[config.mk]
export PLATFORM = sky130hd
export DESIGN_NAME = multi_dir_signal_ctrl
export DESIGN_NICKNAME = d
export VERILOG_FILES = /design/src/rtl/signal_ctrl_pkg.sv /design/src/rtl/phase_timer.sv /design/src/rtl/multi_dir_signal_ctrl.sv
export SDC_FILE = /design/constraint.sdc
export NUM_CORES = 1
export LEC_CHECK = 0
export CAP_MARGIN = 25
export CORE_MARGIN = 2
export CORE_UTILIZATION = 43
export CTS_BUF_LIST = sky130_fd_sc_hd__clkbuf_4 sky130_fd_sc_hd__clkbuf_8
export DETAILED_ROUTE_END_ITERATION = 8
export GPL_ROUTABILITY_DRIVEN = 0
export MAX_ROUTING_LAYER = met4
export PLACE_DENSITY_LB_ADDON = 0.25
export SKIP_CTS_REPAIR_TIMING = 1
export SYNTH_ARGS = -nofsm -noshare
export SYNTH_HDL_FRONTEND = slang
export SYNTH_HIERARCHICAL = 1
export SYNTH_SLANG_ARGS = --single-unit
[constraint.sdc]
create_clock -name clk_i -period 7 [get_ports clk_i]
set_input_delay 1.4 -clock clk_i [delete_from_list [all_inputs] [get_ports clk_i]]
set_output_delay 1.4 -clock clk_i [all_outputs]
set_load 0.02 [all_outputs]
[src/rtl/signal_ctrl_pkg.sv]
// Shared types and sizing helpers for the intersection signal controller.
package signal_ctrl_pkg;

  typedef enum logic [2:0] {
    StAllRed,
    StGreen,
    StYellow,
    StEmergGreen,
    StEmergYellow
  } state_e;

  // Width of a direction index; at least one bit even for tiny configurations.
  function automatic int unsigned dir_w(input int unsigned num_dir);
    return (num_dir > 1) ? $clog2(num_dir) : 1;
  endfunction

  // Timer width wide enough to hold the longest duration itself.
  function automatic int unsigned timer_w(input int unsigned max_dur);
    return (max_dur > 0) ? $clog2(max_dur + 1) : 1;
  endfunction

endpackage

[src/rtl/phase_timer.sv]
// Down-counting phase timer with load, freeze and a zero flag.
module phase_timer #(
  parameter int unsigned Width    = 4,
  parameter int unsigned ResetVal = 0
) (
  input  logic             clk_i,
  input  logic             reset_i,
  input  logic             load_i,
  input  logic [Width-1:0] load_val_i,
  input  logic             freeze_i,
  output logic [Width-1:0] cnt_o,
  output logic             zero_o
);

  logic [Width-1:0] cnt_q, cnt_d;

  // Load wins over freeze; otherwise count down and rest at zero.
  always_comb begin
    cnt_d = cnt_q;
    if (load_i) begin
      cnt_d = load_val_i;
    end else if (!freeze_i && (cnt_q != '0)) begin
      cnt_d = cnt_q - Width'(1);
    end
  end

  // Counter register.
  always_ff @(posedge clk_i or posedge reset_i) begin
    if (reset_i) begin
      cnt_q <= Width'(ResetVal);
    end else begin
      cnt_q <= cnt_d;
    end
  end

  assign cnt_o  = cnt_q;
  assign zero_o = (cnt_q == '0);

endmodule

[src/rtl/multi_dir_signal_ctrl.sv]
// Round-robin N-approach intersection controller with pedestrian service
// and directed emergency pre-emption. All outputs decode registered state.
module multi_dir_signal_ctrl
  import signal_ctrl_pkg::*;
#(
  parameter int unsigned NUM_DIR     = 4,
  parameter int unsigned GREEN_T     = 10,
  parameter int unsigned YELLOW_T    = 3,
  parameter int unsigned ALL_RED_T   = 2,
  parameter int unsigned PED_WALK_T  = 5,
  parameter int unsigned PED_CLEAR_T = 3
) (
  input  logic                       clk_i,
  input  logic                       reset_i,
  input  logic [NUM_DIR-1:0]         ped_req_i,
  input  logic                       emerg_req_i,
  input  logic [dir_w(NUM_DIR)-1:0]  emerg_dir_i,
  output logic [NUM_DIR-1:0]         red_o,
  output logic [NUM_DIR-1:0]         yellow_o,
  output logic [NUM_DIR-1:0]         green_o,
  output logic [NUM_DIR-1:0]         ped_walk_o,
  output logic [NUM_DIR-1:0]         ped_flash_o,
  output logic [dir_w(NUM_DIR)-1:0]  active_dir_o,
  output logic                       emerg_active_o
);

  localparam int unsigned DIR_W   = dir_w(NUM_DIR);
  localparam int unsigned MAX_GY  = (GREEN_T > YELLOW_T) ? GREEN_T : YELLOW_T;
  localparam int unsigned MAX_DUR = (MAX_GY > ALL_RED_T) ? MAX_GY : ALL_RED_T;
  localparam int unsigned TMR_W   = timer_w(MAX_DUR);

  // Timer thresholds: walk while timer >= WALK_END, flash while in [FLASH_END, WALK_END).
  localparam logic [TMR_W-1:0] WALK_END  = TMR_W'(GREEN_T - PED_WALK_T);
  localparam logic [TMR_W-1:0] FLASH_END = TMR_W'(GREEN_T - PED_WALK_T - PED_CLEAR_T);

  if (NUM_DIR < 2 || NUM_DIR > 8) begin : gen_chk_num_dir
    $fatal(1, "NUM_DIR must be in 2..8");
  end
  if (YELLOW_T < 1 || ALL_RED_T < 1 || PED_WALK_T < 1 || PED_CLEAR_T < 1) begin : gen_chk_dur
    $fatal(1, "YELLOW_T, ALL_RED_T, PED_WALK_T and PED_CLEAR_T must be >= 1");
  end
  if (GREEN_T < PED_WALK_T + PED_CLEAR_T) begin : gen_chk_green
    $fatal(1, "GREEN_T must cover PED_WALK_T + PED_CLEAR_T");
  end

  state_e             state_q, state_d;
  logic [DIR_W-1:0]   dir_q, dir_d;
  logic [NUM_DIR-1:0] pend_q, pend_d;
  logic               serve_q, serve_d;

  logic               tmr_load, tmr_freeze, tmr_zero;
  logic [TMR_W-1:0]   tmr_load_val, tmr_cnt;

  logic               emerg_valid;
  logic [DIR_W-1:0]   next_dir;

  assign emerg_valid = emerg_req_i && (32'(emerg_dir_i) < NUM_DIR);
  assign next_dir    = (dir_q == DIR_W'(NUM_DIR - 1)) ? '0 : dir_q + DIR_W'(1);

  phase_timer #(
    .Width    (TMR_W),
    .ResetVal (ALL_RED_T - 1)
  ) u_phase_timer (
    .clk_i      (clk_i),
    .reset_i    (reset_i),
    .load_i     (tmr_load),
    .load_val_i (tmr_load_val),
    .freeze_i   (tmr_freeze),
    .cnt_o      (tmr_cnt),
    .zero_o     (tmr_zero)
  );

  // Phase sequencing, pedestrian latch and service decision.
  always_comb begin
    state_d      = state_q;
    dir_d        = dir_q;
    serve_d      = serve_q;
    pend_d       = pend_q | ped_req_i;
    tmr_load     = 1'b0;
    tmr_load_val = '0;
    tmr_freeze   = 1'b0;
    unique case (state_q)
      StAllRed: begin
        if (tmr_zero) begin
          tmr_load = 1'b1;
          if (emerg_valid) begin
            state_d = StEmergGreen;
            dir_d   = emerg_dir_i;
          end else begin
            state_d          = StGreen;
            dir_d            = next_dir;
            serve_d          = pend_q[next_dir] | ped_req_i[next_dir];
            pend_d[next_dir] = 1'b0;
            tmr_load_val     = TMR_W'(GREEN_T - 1);
          end
        end
      end
      StGreen: begin
        if (emerg_valid || tmr_zero) begin
          // Emergency for the running approach keeps its green without a lamp change.
          state_d      = (emerg_valid && (emerg_dir_i == dir_q)) ? StEmergGreen : StYellow;
          tmr_load     = 1'b1;
          tmr_load_val = TMR_W'(YELLOW_T - 1);
          serve_d      = 1'b0;
          // A cut-short crossing is owed another service.
          if (emerg_valid && serve_q) begin
            pend_d[dir_q] = 1'b1;
          end
        end
      end
      StYellow, StEmergYellow: begin
        if (tmr_zero) begin
          state_d      = StAllRed;
          tmr_load     = 1'b1;
          tmr_load_val = TMR_W'(ALL_RED_T - 1);
        end
      end
      StEmergGreen: begin
        if (!emerg_req_i) begin
          state_d      = StEmergYellow;
          tmr_load     = 1'b1;
          tmr_load_val = TMR_W'(YELLOW_T - 1);
        end else begin
          tmr_freeze = 1'b1;
        end
      end
      default: state_d = StAllRed;
    endcase
  end

  // Controller state registers.
  always_ff @(posedge clk_i or posedge reset_i) begin
    if (reset_i) begin
      state_q <= StAllRed;
      dir_q   <= DIR_W'(NUM_DIR - 1);
      pend_q  <= '0;
      serve_q <= 1'b0;
    end else begin
      state_q <= state_d;
      dir_q   <= dir_d;
      pend_q  <= pend_d;
      serve_q <= serve_d;
    end
  end

  // Moore lamp and pedestrian decode.
  always_comb begin
    red_o       = '1;
    yellow_o    = '0;
    green_o     = '0;
    ped_walk_o  = '0;
    ped_flash_o = '0;
    unique case (state_q)
      StGreen, StEmergGreen: begin
        red_o[dir_q]   = 1'b0;
        green_o[dir_q] = 1'b1;
      end
      StYellow, StEmergYellow: begin
        red_o[dir_q]    = 1'b0;
        yellow_o[dir_q] = 1'b1;
      end
      default: ;
    endcase
    if ((state_q == StGreen) && serve_q) begin
      ped_walk_o[dir_q]  = (tmr_cnt >= WALK_END);
      ped_flash_o[dir_q] = (tmr_cnt < WALK_END) && (tmr_cnt >= FLASH_END);
    end
  end

  assign active_dir_o   = dir_q;
  assign emerg_active_o = (state_q == StEmergGreen);

endmodule

# Word-level counts from Yosys, hierarchy flattened
# Cells that the tools add are included.
[op_classes]
addsub = 2
n_lt_le_gt_ge = 7
n_eq_ne = 11
mux = 45
bitwise = 8
n_reduce_logical = 21
[ops]
columns = ["op", "count"]
rows = [
  ["2-to-1 mux 4 bit", 13],
  ["one-hot mux 4 bit (4 select lines)", 1],
  ["2-to-1 mux 1 bit", 14],
  ["AND 4 bit", 3],
  ["2-to-1 mux 3 bit", 4],
  ["one-hot mux 3 bit (4 select lines)", 1],
  ["2-to-1 mux 2 bit", 5],
  ["inequality test 2 bit (second input constant)", 5],
  ["NOT 4 bit", 2],
  ["bitwise OR 4 bit", 2],
  ["one-hot mux 4 bit (2 select lines)", 1],
  ["AND reduction 4 bit", 2],
  ["logical AND 1 bit", 7],
  ["equality test 3 x 2 -> 1 bit (second input constant)", 2],
  ["less-than comparator 2 x 3 -> 1 bit (second input constant)", 2],
  ["binary-select mux 1 bit (select 2 bit)", 2],
  ["demux 1 bit (select 2 bit)", 2],
  [">= comparator 2 x 1 -> 1 bit (second input constant)", 2],
  [">= comparator 4 x 2 -> 1 bit (second input constant)", 1],
  [">= comparator 4 x 3 -> 1 bit (second input constant)", 1],
  ["zero test 4 bit", 1],
  ["less-than comparator 4 x 3 -> 1 bit (second input constant)", 1],
  ["nonzero test 2 bit", 2],
  ["nonzero test 4 bit", 1],
  ["16 further kinds", 17],
]
[word_totals]
regBits = 14
output_inout_bits = 23

# Logic depth before layout (Yosys ltp)
[depth]
ltp_word = 11
depth_mapped = 8

# Cells and area by module
# Netlist, hierarchy kept.
[modules_own_cells]
columns = ["module", "instances", "cells_each", "area_per_inst_um2"]
rows = [
  ["multi_dir_signal_ctrl", 1, 110, 937.1],
  ["phase_timer", 1, 27, 255.2],
]

# Worst setup path before layout
# Ideal clock, no wire load.
[synth_path]
kind = "input-to-reg"
from = "in emerg_req_i"
to = "reg u_phase_timer.cnt_q[1] (netlist: u_phase_timer/cnt_o[1])"
setup_time_ns = 0.123
arrival_time_ns = 2.640
slack_ns = 4.237
cell_stages = 5
n_path_buf = 0
path_cell_list = "and2_1 o21a_1 a221oi_1 inv_1 o221a_2"
[synth_via]
elab_cells_between_ends = 13
[synth_lines]
columns = ["element", "line", "source"]
rows = [
  ["from (decl)", "multi_dir_signal_ctrl.sv:16", "input logic emerg_req_i,"],
  ["logical OR 1 bit", "multi_dir_signal_ctrl.sv:99", "if (emerg_valid || tmr_zero) begin"],
  ["2-to-1 mux 1 bit", "multi_dir_signal_ctrl.sv:99", ""],
  ["one-hot mux 1 bit (3 select lines) *", "multi_dir_signal_ctrl.sv:82", "unique case (state_q)"],
  ["named net tmr_load", "multi_dir_signal_ctrl.sv:51", "logic tmr_load, tmr_freeze, tmr_zero;"],
  ["2-to-1 mux 4 bit or nonzero test 2 bit (tied branches)", "n/a", ""],
  ["to (signal assigned)", "phase_timer.sv:30", "cnt_q <= Width'(ResetVal);"],
  ["to (signal assigned)", "phase_timer.sv:32", "cnt_q <= cnt_d;"],
  ["to (decl)", "phase_timer.sv:15", "logic [Width-1:0] cnt_q, cnt_d;"],
]
# The timed path passes the listed nets; every way through them passes the cells marked *.
# A chain may end at the register's enable or synchronous reset.

# Worst setup path after layout
[layout_path]
from = "reg state_q[2]"
to = "out ped_flash_o[0]"
[layout_via]
elab_chain_len = 3
[layout_lines]
columns = ["element", "line", "source"]
rows = [
  ["from (decl)", "multi_dir_signal_ctrl.sv:46", "state_e state_q, state_d;"],
  ["from (signal assigned)", "multi_dir_signal_ctrl.sv:134", "state_q <= StAllRed;"],
  ["from (signal assigned)", "multi_dir_signal_ctrl.sv:139", "state_q <= state_d;"],
  ["equality test 3 x 1 -> 1 bit", "multi_dir_signal_ctrl.sv:164", "if ((state_q == StGreen) && serve_q) begin"],
  ["logical AND 1 bit", "multi_dir_signal_ctrl.sv:164", ""],
  ["2-to-1 mux 4 bit", "multi_dir_signal_ctrl.sv:164", ""],
  ["to (decl)", "multi_dir_signal_ctrl.sv:22", "output logic [NUM_DIR-1:0] ped_flash_o,"],
]
# No other way between the ends.

==> metrics <==
Slew @ Worst Pin=0.6425 ns; Seq/Total Area, Yosys=0.2970; average wire per standard cell=14.16 µm; status=finished, final reports clean; Final ANT Viol Nets=0; DRC=0; die area=3210 µm²; Max Buffers Root-to-Sink=2; CTS sink count=14; Post-synth EDFFs=0; fill count=258; DRT iter0 DRCs=25; Nets=187; worst-skew pair later-pin latency=0.29 ns; CP Class=register to output port; CP max stage cell=clkdlybuf4s50_1; Final setup viols=0; CTS tree=yes; count of pins over their slew limit=0; GRT overflow=0; Fmax=274.2 MHz; I/O pins=32; hold path start=serve_q$_DFFE_PP0P_; initial core utilization=0.4439; TritonCTS buffer count=3; worst stage delay on the critical path=0.60 ns; crit-path cells=nand4bb_1 > a211oi_2 > and2_1 > clkdlybuf4s50_1; hold crit path type=register to register; top_reg_cell synth=dfrtp_1; CP delay by family, top=buffers and inverters; first-pass GRT wire length=4.712 mm; overall routing resource usage=0.1925; WHS Endpoint=serve_q$_DFFE_PP0P_; CP endpoint kind=output port; CTS H-Tree Depth=1; CTS Root Cell=clkbuf_4; via count=1073; final hold violation count=0; Die W=56.66 µm; initial antenna violation count=0; Critical Path AT=2.25 ns; flop2flop setup slack=4.35 ns; FFs w/ async S/R, synth=1.000; VDD IR max=0.0002641 V; Fin Hold WS=0.5247 ns; area of the core=2686 µm²; share of post-route cells with drive strength above 1=0.07738; RR Startpoint=u_phase_timer/cnt_o[1]$_DFFE_PP0P_; PD cells=358.4 nW/µm²; YS warnings=6; Post-Syn Area=1192 µm²; placed wire-length estimate=2.226 mm; FF-to-FF path depth=7; PortBufs=31; Reg-to-Reg End=u_phase_timer/cnt_o[1]$_DFFE_PP0P_; vias in the first global route=1021; Req. time, crit path=5.60 ns; Hold Path Cell Cnt=2; Reg clk slew, reported paths=0.09 ns; setup repair after global routing missed its margin=no; startpoint types=register; Clock Skews=0.001558 ns; Routed WL=2.818 mm; count of cell types in the netlist=40; max-cap violations=0; number of vias per cell=5.392; standard-cell row count=19; Yosys reg bits=14; Inserted Diodes=0; Die Ht=56.66 µm; final setup TNS=0 ns; First-pass DRT Iterations=4; crit path buf inv count=1; Max FO, Critical Path=13; pin count of the biggest net entering global routing=15; Avg Cell Area, Syn=8.704 µm²; area grow syn2layout=29.70%; cells after synthesis=137; period utilisation layout=0.5210; slew margin rel.=0.5717; Syn Nets=155; final worst path period need=3.647 ns; Leak=0.6247 nW
==> metal layers <==
metal  global-route usage  vias up  part of all wire
met1               0.2272      512              0.46
met3              0.03456        7             0.026
li1                     -      540                 -
met4              0.09184        0             0.020
met2               0.3156       14              0.50
met5                    -        -                 0
==> logic make-up (layout without fill, tap and decap cells) <==
group | count (synthesis) | in the layout | share of synthesized area
buffers and inverters | 16 | 47 | 0.05876
adders and majority gates | 9 | 9 | 0.09444
other | 1 | 1 | 0.003145
DFF | 14 | 14 | 0.2970
and+or+nand+nor | 57 | 57 | 0.2959
xor gates and xnor gates | 4 | 4 | 0.02938
muxes | 3 | 3 | 0.03568
AOI/OAI and AO/OA | 33 | 33 | 0.1857
==> cells in the final DEF (no fill, tap or decap), types with 2 or more instances in the layout <==
master           count
nor3_1               4
ha_1                 9
o21ai_0              5
nor2b_1              2
nand2b_1             3
a21oi_1              7
mux2i_1              2
and2_1              19
nor3b_1              3
dfstp_2              3
clkdlybuf4s50_1     31
a21o_1               4
xnor2_1              4
a31oi_1              6
inv_1               12
nor2_1              11
o21ai_1              2
clkbuf_4             4
dfrtp_1             11
nand2_1              6
==> worst min-delay path, delay by kind of cell, from the launching register on <==
family / cells / cell delay (ns)
flops: 1 / 0.36
compound gates: 2 / 0.13
==> report_power, final <==
group          total (W)  leakage [nW]  switching [W]  internal, W
Sequential      0.000170         0.157      0.0000540     0.000116
Clock          0.0000545        0.0184      0.0000285    0.0000260
Combinational   0.000330         0.449       0.000173     0.000157
Total           0.000554         0.625       0.000256     0.000299
==> flip-flops by register name, indices dropped and copies added, names as in the netlist <==
name and count:
active_dir_o 2, u_phase_timer/cnt_o 4, state_q 3, pend_q 4, serve_q 1
==> synthesized netlist by cell type (all sizes together) (2+ instances only) <==
library cell | number | area [µm²]
mux2i | 2 | 20.02
nor3b | 4 | 35.03
dfstp | 3 | 78.83
nand2b | 3 | 18.77
nand2 | 6 | 22.52
nor2b | 2 | 12.51
dfrtp | 11 | 275.3
and2 | 19 | 118.9
nor3 | 4 | 20.02
a31oi | 6 | 37.54
ha | 9 | 112.6
a21o | 4 | 30.03
buf | 4 | 25.02
inv | 12 | 45.04
nor2 | 11 | 41.29
xnor2 | 4 | 35.03
a21oi | 7 | 35.03
o21ai | 7 | 35.03
==> through the flow <==
step / cells / worst slack (ns) / util / instance area [µm²] / total power (W)
6_report: 199 / 3.353 / 0.5757 / 1546 / 0.0005542
3_3_place_gp: 195 / 3.436 / 0.5645 / 1516 / 0.0004908
4_1_cts: 199 / 3.338 / 0.5757 / 1546 / 0.0005581
5_1_grt: 199 / 3.228 / 0.5757 / 1546 / 0.0006069
2_1_floorplan: 137 / 4.237 / - / 1192 / 0.0003981
3_5_place_dp: 195 / 3.363 / 0.5645 / 1516 / 0.0005030
==> layout make-up <==
class,instances,area (µm²),share of cell area
inverters,12,45.04,0.02913
flip-flops and latches,14,354.1,0.2290
repair buffers,31,310.3,0.2006
multi-input cells,107,768.2,0.4968
clock buffers,4,30.03,0.01942
well taps,31,38.79,0.02508
==> worst max path at each step <==
| stage | cells past startpoint | slack [ns] | start | endpoint |
|---|---|---|---|---|
| after CTS | 4 | 3.34 | state_q[2]$_DFFE_PP0P_ | ped_flash_o[0] |
| after floorplan | 5 | 4.24 | emerg_req_i | u_phase_timer/cnt_o[1]$_DFFE_PP0P_ |
| final | 4 | 3.35 | state_q[2]$_DFFE_PP0P_ | ped_flash_o[0] |
| after global placement | 6 | 3.44 | emerg_req_i | u_phase_timer/cnt_o[1]$_DFFE_PP0P_ |
| after detailed placement | 6 | 3.36 | emerg_req_i | u_phase_timer/cnt_o[1]$_DFFE_PP0P_ |
| after global routing | 4 | 3.23 | state_q[2]$_DFFE_PP0P_ | ped_flash_o[0] |
Power figures use the tool's default switching activity.
